## src/rtl/cache_pkg.sv

```systemverilog
// Shared widths, FSM state type and address field helpers for the
// CPU-side cache responder.
package cache_pkg;

  localparam int unsigned TAG_W      = 8;
  localparam int unsigned IDX_W      = 3;
  localparam int unsigned OFF_W      = 5;
  localparam int unsigned ADDR_W     = TAG_W + IDX_W + OFF_W;
  localparam int unsigned DATA_W     = 8;
  localparam int unsigned LINE_BYTES = 32;
  localparam int unsigned NUM_LINES  = 8;
  localparam int unsigned RAM_AW     = IDX_W + OFF_W;
  localparam int unsigned RAM_DEPTH  = LINE_BYTES * NUM_LINES;

  typedef enum logic [2:0] {
    IDLE,
    LOOKUP,
    WB,
    FILL,
    SERVE
  } state_e;

  function automatic logic [TAG_W-1:0] addr_tag(input logic [ADDR_W-1:0] a);
    return a[OFF_W+IDX_W +: TAG_W];
  endfunction

  function automatic logic [IDX_W-1:0] addr_idx(input logic [ADDR_W-1:0] a);
    return a[OFF_W +: IDX_W];
  endfunction

  function automatic logic [OFF_W-1:0] addr_off(input logic [ADDR_W-1:0] a);
    return a[OFF_W-1:0];
  endfunction

endpackage

```

## src/rtl/cpu_req_responder_if.sv

```systemverilog
// CPU request bus plus byte-serial memory port of the cache responder.
//   slave  : the responder (samples CPU request and mem_dout, drives the rest)
//   master : CPU request generator and memory model
interface cpu_req_responder_if;
  import cache_pkg::*;

  logic              cs;
  logic [ADDR_W-1:0] Address;
  logic              wr_rd;
  logic [DATA_W-1:0] DOut;
  logic [DATA_W-1:0] DIn;
  logic              RDY;
  logic              mem_strobe;
  logic [ADDR_W-1:0] mem_addr;
  logic              mem_wr_rd;
  logic [DATA_W-1:0] mem_din;
  logic [DATA_W-1:0] mem_dout;

  modport slave (
    input  cs, Address, wr_rd, DOut, mem_dout,
    output DIn, RDY, mem_strobe, mem_addr, mem_wr_rd, mem_din
  );

  modport master (
    output cs, Address, wr_rd, DOut, mem_dout,
    input  DIn, RDY, mem_strobe, mem_addr, mem_wr_rd, mem_din
  );

endinterface

```

## src/rtl/cache_data_ram.sv

```systemverilog
// 256x8 single-port cache data RAM, synchronous write, combinational read.
//   clk     : write clock
//   we      : write enable
//   addr    : {index, offset}
//   wdata   : write byte
//   rdata_c : combinational read byte at addr
module cache_data_ram
  import cache_pkg::*;
(
  input  logic              clk,
  input  logic              we,
  input  logic [RAM_AW-1:0] addr,
  input  logic [DATA_W-1:0] wdata,
  output logic [DATA_W-1:0] rdata_c
);

  logic [DATA_W-1:0] mem [RAM_DEPTH];

  always_ff @(posedge clk) begin
    if (we) mem[addr] <= wdata;
  end

  assign rdata_c = mem[addr];

endmodule

```

## src/rtl/cpu_req_responder.sv

```systemverilog
// CPU-side responder: 8-line direct-mapped write-back, write-allocate cache
// with a byte-serial memory port (strobe cycle + gap cycle per byte).
//   clk, rst : clock, asynchronous active-low reset
//   bus      : CPU request (cs/Address/wr_rd/DOut -> DIn/RDY) and memory port
//   hit_cnt, miss_cnt, wb_cnt : statistics, present only with CACHE_STATS_EN
module cpu_req_responder
  import cache_pkg::*;
(
  input  logic                clk,
  input  logic                rst,
  cpu_req_responder_if.slave  bus
`ifdef CACHE_STATS_EN
  ,
  output logic [15:0]         hit_cnt,
  output logic [15:0]         miss_cnt,
  output logic [15:0]         wb_cnt
`endif
);

  localparam logic [OFF_W-1:0] LAST_OFF = OFF_W'(LINE_BYTES - 1);

  state_e             state;
  logic               cs_d;
  logic [TAG_W-1:0]   req_tag;
  logic [IDX_W-1:0]   req_idx;
  logic [OFF_W-1:0]   req_off;
  logic               req_wr;
  logic [DATA_W-1:0]  req_data;
  logic [OFF_W-1:0]   off;
  logic               phase;
  logic [NUM_LINES-1:0] valid;
  logic [NUM_LINES-1:0] dirty;
  logic [TAG_W-1:0]   tags [NUM_LINES];

  logic               hit_c;
  logic               victim_dirty_c;
  logic               ram_we_c;
  logic [OFF_W-1:0]   ram_off_c;
  logic [DATA_W-1:0]  ram_wdata_c;
  logic [DATA_W-1:0]  ram_rdata_c;

  assign hit_c          = valid[req_idx] && (tags[req_idx] == req_tag);
  assign victim_dirty_c = valid[req_idx] && dirty[req_idx];

  // RAM port steering; in WB the read runs one byte ahead so the next
  // strobe's mem_din is ready when it is issued.
  always_comb begin
    ram_we_c    = 1'b0;
    ram_wdata_c = req_data;
    ram_off_c   = off;
    case (state)
      WB:    ram_off_c = off + OFF_W'(1);
      FILL: begin
        ram_we_c    = phase;
        ram_wdata_c = bus.mem_dout;
      end
      SERVE: begin
        ram_off_c = req_off;
        ram_we_c  = req_wr;
      end
      default: ;
    endcase
  end

  cache_data_ram u_ram (
    .clk     (clk),
    .we      (ram_we_c),
    .addr    ({req_idx, ram_off_c}),
    .wdata   (ram_wdata_c),
    .rdata_c (ram_rdata_c)
  );

  // Tag array needs no reset: valid bits gate every use.
  always_ff @(posedge clk) begin
    if (state == FILL && phase && off == LAST_OFF) tags[req_idx] <= req_tag;
  end

  // Main controller FSM with registered CPU and memory outputs.
  always_ff @(posedge clk or negedge rst) begin
    if (!rst) begin
      state          <= IDLE;
      cs_d           <= 1'b0;
      req_tag        <= '0;
      req_idx        <= '0;
      req_off        <= '0;
      req_wr         <= 1'b0;
      req_data       <= '0;
      off            <= '0;
      phase          <= 1'b0;
      valid          <= '0;
      dirty          <= '0;
      bus.DIn        <= '0;
      bus.RDY        <= 1'b1;
      bus.mem_strobe <= 1'b0;
      bus.mem_addr   <= '0;
      bus.mem_wr_rd  <= 1'b0;
      bus.mem_din    <= '0;
`ifdef CACHE_STATS_EN
      hit_cnt        <= '0;
      miss_cnt       <= '0;
      wb_cnt         <= '0;
`endif
    end else begin
      cs_d           <= bus.cs;
      bus.mem_strobe <= 1'b0;
      case (state)
        IDLE: begin
          if (bus.cs && !cs_d) begin
            req_tag  <= addr_tag(bus.Address);
            req_idx  <= addr_idx(bus.Address);
            req_off  <= addr_off(bus.Address);
            req_wr   <= bus.wr_rd;
            req_data <= bus.DOut;
            off      <= '0;
            phase    <= 1'b0;
            bus.RDY  <= 1'b0;
            state    <= LOOKUP;
          end
        end
        LOOKUP: begin
`ifdef CACHE_STATS_EN
          if (hit_c) hit_cnt <= hit_cnt + 16'd1;
          else       miss_cnt <= miss_cnt + 16'd1;
          if (!hit_c && victim_dirty_c) wb_cnt <= wb_cnt + 16'd1;
`endif
          if (hit_c) begin
            state <= SERVE;
          end else if (victim_dirty_c) begin
            bus.mem_strobe <= 1'b1;
            bus.mem_wr_rd  <= 1'b1;
            bus.mem_addr   <= {tags[req_idx], req_idx, OFF_W'(0)};
            bus.mem_din    <= ram_rdata_c;
            state          <= WB;
          end else begin
            bus.mem_strobe <= 1'b1;
            bus.mem_wr_rd  <= 1'b0;
            bus.mem_addr   <= {req_tag, req_idx, OFF_W'(0)};
            state          <= FILL;
          end
        end
        WB: begin
          phase <= ~phase;
          if (phase) begin
            off            <= off + OFF_W'(1);
            bus.mem_strobe <= 1'b1;
            if (off == LAST_OFF) begin
              bus.mem_wr_rd <= 1'b0;
              bus.mem_addr  <= {req_tag, req_idx, OFF_W'(0)};
              state         <= FILL;
            end else begin
              bus.mem_addr <= {tags[req_idx], req_idx, off + OFF_W'(1)};
              bus.mem_din  <= ram_rdata_c;
            end
          end
        end
        FILL: begin
          phase <= ~phase;
          if (phase) begin
            off <= off + OFF_W'(1);
            if (off == LAST_OFF) begin
              valid[req_idx] <= 1'b1;
              dirty[req_idx] <= 1'b0;
              state          <= SERVE;
            end else begin
              bus.mem_strobe <= 1'b1;
              bus.mem_addr   <= {req_tag, req_idx, off + OFF_W'(1)};
            end
          end
        end
        SERVE: begin
          if (req_wr) dirty[req_idx] <= 1'b1;
          else        bus.DIn        <= ram_rdata_c;
          bus.RDY <= 1'b1;
          state   <= IDLE;
        end
        default: state <= IDLE;
      endcase
    end
  end

endmodule

```

## src/flat_wrapper.sv

```systemverilog
// flat-port wrapper written by rule: the top's interface ports become plain ports
module cpu_req_responder_flat import cache_pkg::*;
  (clk, rst, bus_cs, bus_Address, bus_wr_rd, bus_DOut, bus_mem_dout, bus_DIn, bus_RDY, bus_mem_strobe, bus_mem_addr, bus_mem_wr_rd, bus_mem_din);
  cpu_req_responder_if bus_i ();
  input  logic clk;
  input  logic rst;
  input wire logic [$bits(bus_i.cs)-1:0] bus_cs;
  input wire logic [$bits(bus_i.Address)-1:0] bus_Address;
  input wire logic [$bits(bus_i.wr_rd)-1:0] bus_wr_rd;
  input wire logic [$bits(bus_i.DOut)-1:0] bus_DOut;
  input wire logic [$bits(bus_i.mem_dout)-1:0] bus_mem_dout;
  output wire logic [$bits(bus_i.DIn)-1:0] bus_DIn;
  output wire logic [$bits(bus_i.RDY)-1:0] bus_RDY;
  output wire logic [$bits(bus_i.mem_strobe)-1:0] bus_mem_strobe;
  output wire logic [$bits(bus_i.mem_addr)-1:0] bus_mem_addr;
  output wire logic [$bits(bus_i.mem_wr_rd)-1:0] bus_mem_wr_rd;
  output wire logic [$bits(bus_i.mem_din)-1:0] bus_mem_din;
  assign bus_i.cs = bus_cs;
  assign bus_i.Address = bus_Address;
  assign bus_i.wr_rd = bus_wr_rd;
  assign bus_i.DOut = bus_DOut;
  assign bus_i.mem_dout = bus_mem_dout;
  assign bus_DIn = bus_i.DIn;
  assign bus_RDY = bus_i.RDY;
  assign bus_mem_strobe = bus_i.mem_strobe;
  assign bus_mem_addr = bus_i.mem_addr;
  assign bus_mem_wr_rd = bus_i.mem_wr_rd;
  assign bus_mem_din = bus_i.mem_din;
  cpu_req_responder u_core (.clk(clk), .rst(rst), .bus(bus_i));
endmodule
```

## config.mk

```make
export PLATFORM = sky130hd
export DESIGN_NAME = cpu_req_responder_flat
export DESIGN_NICKNAME = d
export VERILOG_FILES = /design/src/rtl/cache_pkg.sv /design/src/rtl/cpu_req_responder_if.sv /design/src/rtl/cache_data_ram.sv /design/src/rtl/cpu_req_responder.sv /design/src/flat_wrapper.sv
export SDC_FILE = /design/constraint.sdc
export NUM_CORES = 2
export LEC_CHECK = 0
export BUFFER_PORTS_ARGS = -buffer_cell sky130_fd_sc_hd__buf_2
export CORE_ASPECT_RATIO = 1.75
export CORE_MARGIN = 2
export CORE_UTILIZATION = 57
export DETAILED_ROUTE_END_ITERATION = 7
export PLACE_DENSITY = 0.72
export SLEW_MARGIN = 20
export SYNTH_ARGS = -nofsm -noshare
export SYNTH_HDL_FRONTEND = slang
export SYNTH_HIERARCHICAL = 1
export SYNTH_SLANG_ARGS = --single-unit
```

## constraint.sdc

```tcl
create_clock -name clk -period 3.4 [get_ports clk]
set_input_delay 0.34 -clock clk [delete_from_list [all_inputs] [get_ports clk]]
set_output_delay 0.34 -clock clk [all_outputs]
set_load 0.03 [all_outputs]
```

==> summary.md <==
| Metric | Value |
|---|---|
| Distinct cells, synth | 56 |
| Initial drt markers | 4,950 |
| Drt pass-1 iters | 6 |
| Final setup viols | 16 |
| Clock Skew | 0.0193 ns |
| Ys Warns | 6 |
| Power Density | 981 nW/um^2 |
| Htree depth | 4 |
| Crit. End Element | flop |
| CTS tree | done |
| Vias in the first global route | 45,900 |
| Sequential area share after synthesis | 0.772 |
| Per-cell routed wire length | 32.1 um |
| Area Overhead vs Synth | 20.7% |
| Port bufs | 70 |
| Via count | 45,200 |
| Final Hold Vio Count | 0 |
| Slew @ Worst Pin | 1.10 ns |
| Reg2reg end | u_core/bus.mem_din[1]$_DFFE_PN0P_ |
| Core ar. | 148,000 sq um |
| Layout fillers | 8,667 |
| Nets | 4,871 |
| R2r startpoint | u_core/off[0]$_DFFE_PN0P_ |
| Placer Congestion | 0.909 |
| Placed insts | 6,462 |
| Row count | 187 |
| Die X | 296 um |
| Post-route insts no fill | 6,967 |
| Max FO, Critical Path | 10 |
| Ratio of cells with drive above 1 in the final layout | 0.396 |
| Number of synthesized flops with an enable pin | 2,112 |
| Wirelength, routed | 223 mm |
| RSZ-0062 raised after global routing | true |
| Total grt overflow | 0 |
| Die ar. | 152,000 sq um |
| Worst skew pair latency | 0.81 ns |
| Syn nets | 4,058 |
| Largest net degree at the start of global routing | 137 |
| Critical Path AT | 4.68 ns |
| Register-to-Register Path Depth | 15 |
| Lkg Pwr | 33.9 nW |
| Critical Path RT | 4.08 ns |
| Worst slew margin | 0.269 |
| Storage cell area | 65,600 sq um |
| Initial Util | 0.573 |
| # clock sinks | 2,198 |
| Syn avg cell area | 21.1 sq um |
| Crit path launch type | flop |
| Longest Clk Path Bufs | 3 |
| DP Area | 92,900 sq um |
| ANT nets after route | 0 |
| Vias per cell | 6.49 |
| Root buf cell | clkbuf_16 |
| Fin area | 103,000 sq um |
| Clock transition at path regs | 0.07 ns |
| Peak supply drop | 0.000953 V |
| Mapped Area | 84,900 sq um |
| Initial antenna violation count | 6 |
| Num ports | 71 |
| R2r setup slk | -0.60 ns |
| Slew Limit Fails | 0 |
| Main flop type after synthesis | edfxtp_1 |
| Post-synth ARST share | 0.0391 |
| Hold Crit Class | input pin to asynchronous set/reset pin |
| Outcome | complete, but fails checks |
| Final critical-path required period | 4.00 ns |
| FF+latch count, synth | 2,198 |
| CTS Buf Count | 180 |
| Pre-CTS WS | -0.944 ns |
| Multi-input gate area | 19,700 sq um |
| Final worst slack | -0.600 ns |
| Highest clock rate | 250 MHz |
| Failing checks | negative setup slack |
| Crit share post-route | 1.18 |
| Synth Instances | 4,020 |
| GRT Util Overall | 0.293 |
| Drc violations | 0 |
| First-pass GRT wire length | 316 mm |
| Crit Path Class | flop to flop |
| DP HPWL | 139 mm |
| Die height | 515 um |
| Max Cap Violations | 0 |
repair_timing:
action,CTS,global route
cloned,14,12
hold endpoints to repair,80,0
pin swaps,16,78
hold buffers,27,0
buffers inserted,40,84
resized for setup,174,205
endpoints found under the setup margin,1187,1685
area by class of cell:
type	count	share of cell area
clock inverters	97	0.00859
repair buffers	888	0.0873
diodes	2	0.0000488
well taps	1984	0.0242
multi-input cells	1551	0.193
inverters	14	0.000513
clock buffers	233	0.0470
flip-flops and latches	2198	0.640
synthesized netlist by cell type (2+ instances only):
library cell,n,share of area
a221oi_1,6,0.00062
clkbuf_1,160,0.0071
xnor2_1,6,0.00062
and3_1,3,0.00022
a21o_1,2,0.00018
mux2_4,8,0.0014
a22oi_1,259,0.023
buf_1,19,0.00084
o21ai_0,22,0.0013
o41ai_1,32,0.0033
mux2_2,65,0.0086
and3b_1,4,0.00041
mux4_2,520,0.14
buf_4,16,0.0014
nand3_1,22,0.0013
buf_6,18,0.0024
edfxtp_1,2112,0.75
xor2_1,4,0.00041
inv_1,13,0.00057
dfrtp_1,85,0.025
nor2_1,269,0.012
o22ai_1,3,0.00022
a22o_1,2,0.00021
mux2i_1,12,0.0014
nand2b_1,7,0.00052
buf_2,43,0.0025
or3_1,3,0.00022
o211ai_1,3,0.00027
a31oi_1,5,0.00037
a21oi_1,150,0.0088
ha_1,2,0.00029
nor2b_1,10,0.00074
and2_1,4,0.00029
nand2_1,53,0.0023
nand4_1,9,0.00066
nor3_1,39,0.0023
or2_2,11,0.00081
per-stage QoR:
| step | hold slack, ns | power, mW | setup TNS (ns) | util |
|---|---|---|---|---|
| 5_1_grt | 0.156 | 103 | -11.57 | 0.692 |
| 4_1_cts | 0.158 | 96.3 | -6.07 | 0.679 |
| 6_report | 0.170 | 101 | -7.58 | 0.692 |
| 3_5_place_dp | 0.452 | 72.1 | -88.91 | 0.627 |
| 3_3_place_gp | 0.446 | 71.6 | -121.12 | 0.627 |
| 2_1_floorplan | 0.0444 | 56.5 | -525.84 | - |
worst max-delay path: stages, from the launching register on:
cell,delay [ns]
dfrtp_1,0.40
ha_1,0.30
o21ai_0,0.10
o21ai_1,0.15
o22ai_2,0.11
a21oi_4,0.25
buf_12,0.24
buf_6,0.18
mux4_2,0.40
a22oi_2,0.27
buf_4,0.17
a21oi_2,0.09
o41ai_4,0.38
buf_6,0.20
nand4_1,0.26
mux2_4,0.37
worst max-delay path by stage:
stage	start	end	slack, ns	cells past startpoint
2_1_floorplan	u_core/state[2]$_DFFE_PN0P_	u_core/u_ram/mem[0][0]$_DFFE_PP_	-0.23	4
3_3_place_gp	u_core/off[0]$_DFFE_PN0P_	u_core/bus.mem_din[6]$_DFFE_PN0P_	-1.06	14
3_5_place_dp	u_core/state[1]$_DFFE_PN0P_	u_core/bus.DIn[6]$_DFFE_PN0P_	-0.94	16
4_1_cts	u_core/state[1]$_DFFE_PN0P_	u_core/bus.DIn[1]$_DFFE_PN0P_	-0.46	16
5_1_grt	u_core/off[0]$_DFFE_PN0P_	u_core/bus.mem_din[1]$_DFFE_PN0P_	-0.63	15
6_report	u_core/off[0]$_DFFE_PN0P_	u_core/bus.mem_din[1]$_DFFE_PN0P_	-0.60	15
placed cells by master, fill, tap and decap left out, types with 31 or more instances in the layout:
cell       instances
a21oi_2           51
clkbuf_16        197
mux4_2           520
buf_6             36
clkinv_2          31
buf_2             69
clkinv_1          38
edfxtp_1        2112
a22oi_1          166
nor2_1           220
buf_12           107
mux2_2            48
nor2_4            33
nor3_1            38
dfrtp_1           83
a21oi_1           95
buf_4            595
nand2_1           48
a22oi_2           93
clkbuf_1          47
per-layer routing:
layer	vias to the layer above	global-route usage	wire length (um)
met5	-	0	23
met4	4	0.186	16800
met3	647	0.0481	17000
met2	2398	0.513	118000
met1	23700	0.333	71200
li1	18400	-	-
state kept, by name, indices dropped and copies added, names as in the netlist, 5 cells and up, named ones only:
register and count:
u_core/req_tag 8, u_core/bus.mem_din 8, u_core/valid 8, u_core/bus.mem_addr 16, u_core/bus.DIn 8, u_core/u_ram/mem 2048
u_core/req_data 8, u_core/off 5, u_core/tags 64, u_core/req_off 5
power breakdown:
| part | internal [mW] | switching (mW) | leakage, nW | total, mW |
|---|---|---|---|---|
| Clock | 11.1 | 9.31 | 2.79 | 20.4 |
| Sequential | 32.7 | 0.386 | 20.4 | 33.1 |
| Combinational | 21.9 | 25.1 | 10.8 | 47.1 |
cells by family after synthesis:
logic type,synth area share
AO/OA/AOI/OAI,0.0398
XOR/XNOR,0.00103
adder cells (fa/ha/maj),0.000295
buffers and inverters,0.0149
flip-flops,0.772
multiplexers,0.150
AND/OR/NAND/NOR,0.0219
Power figures use the tool's default switching activity.
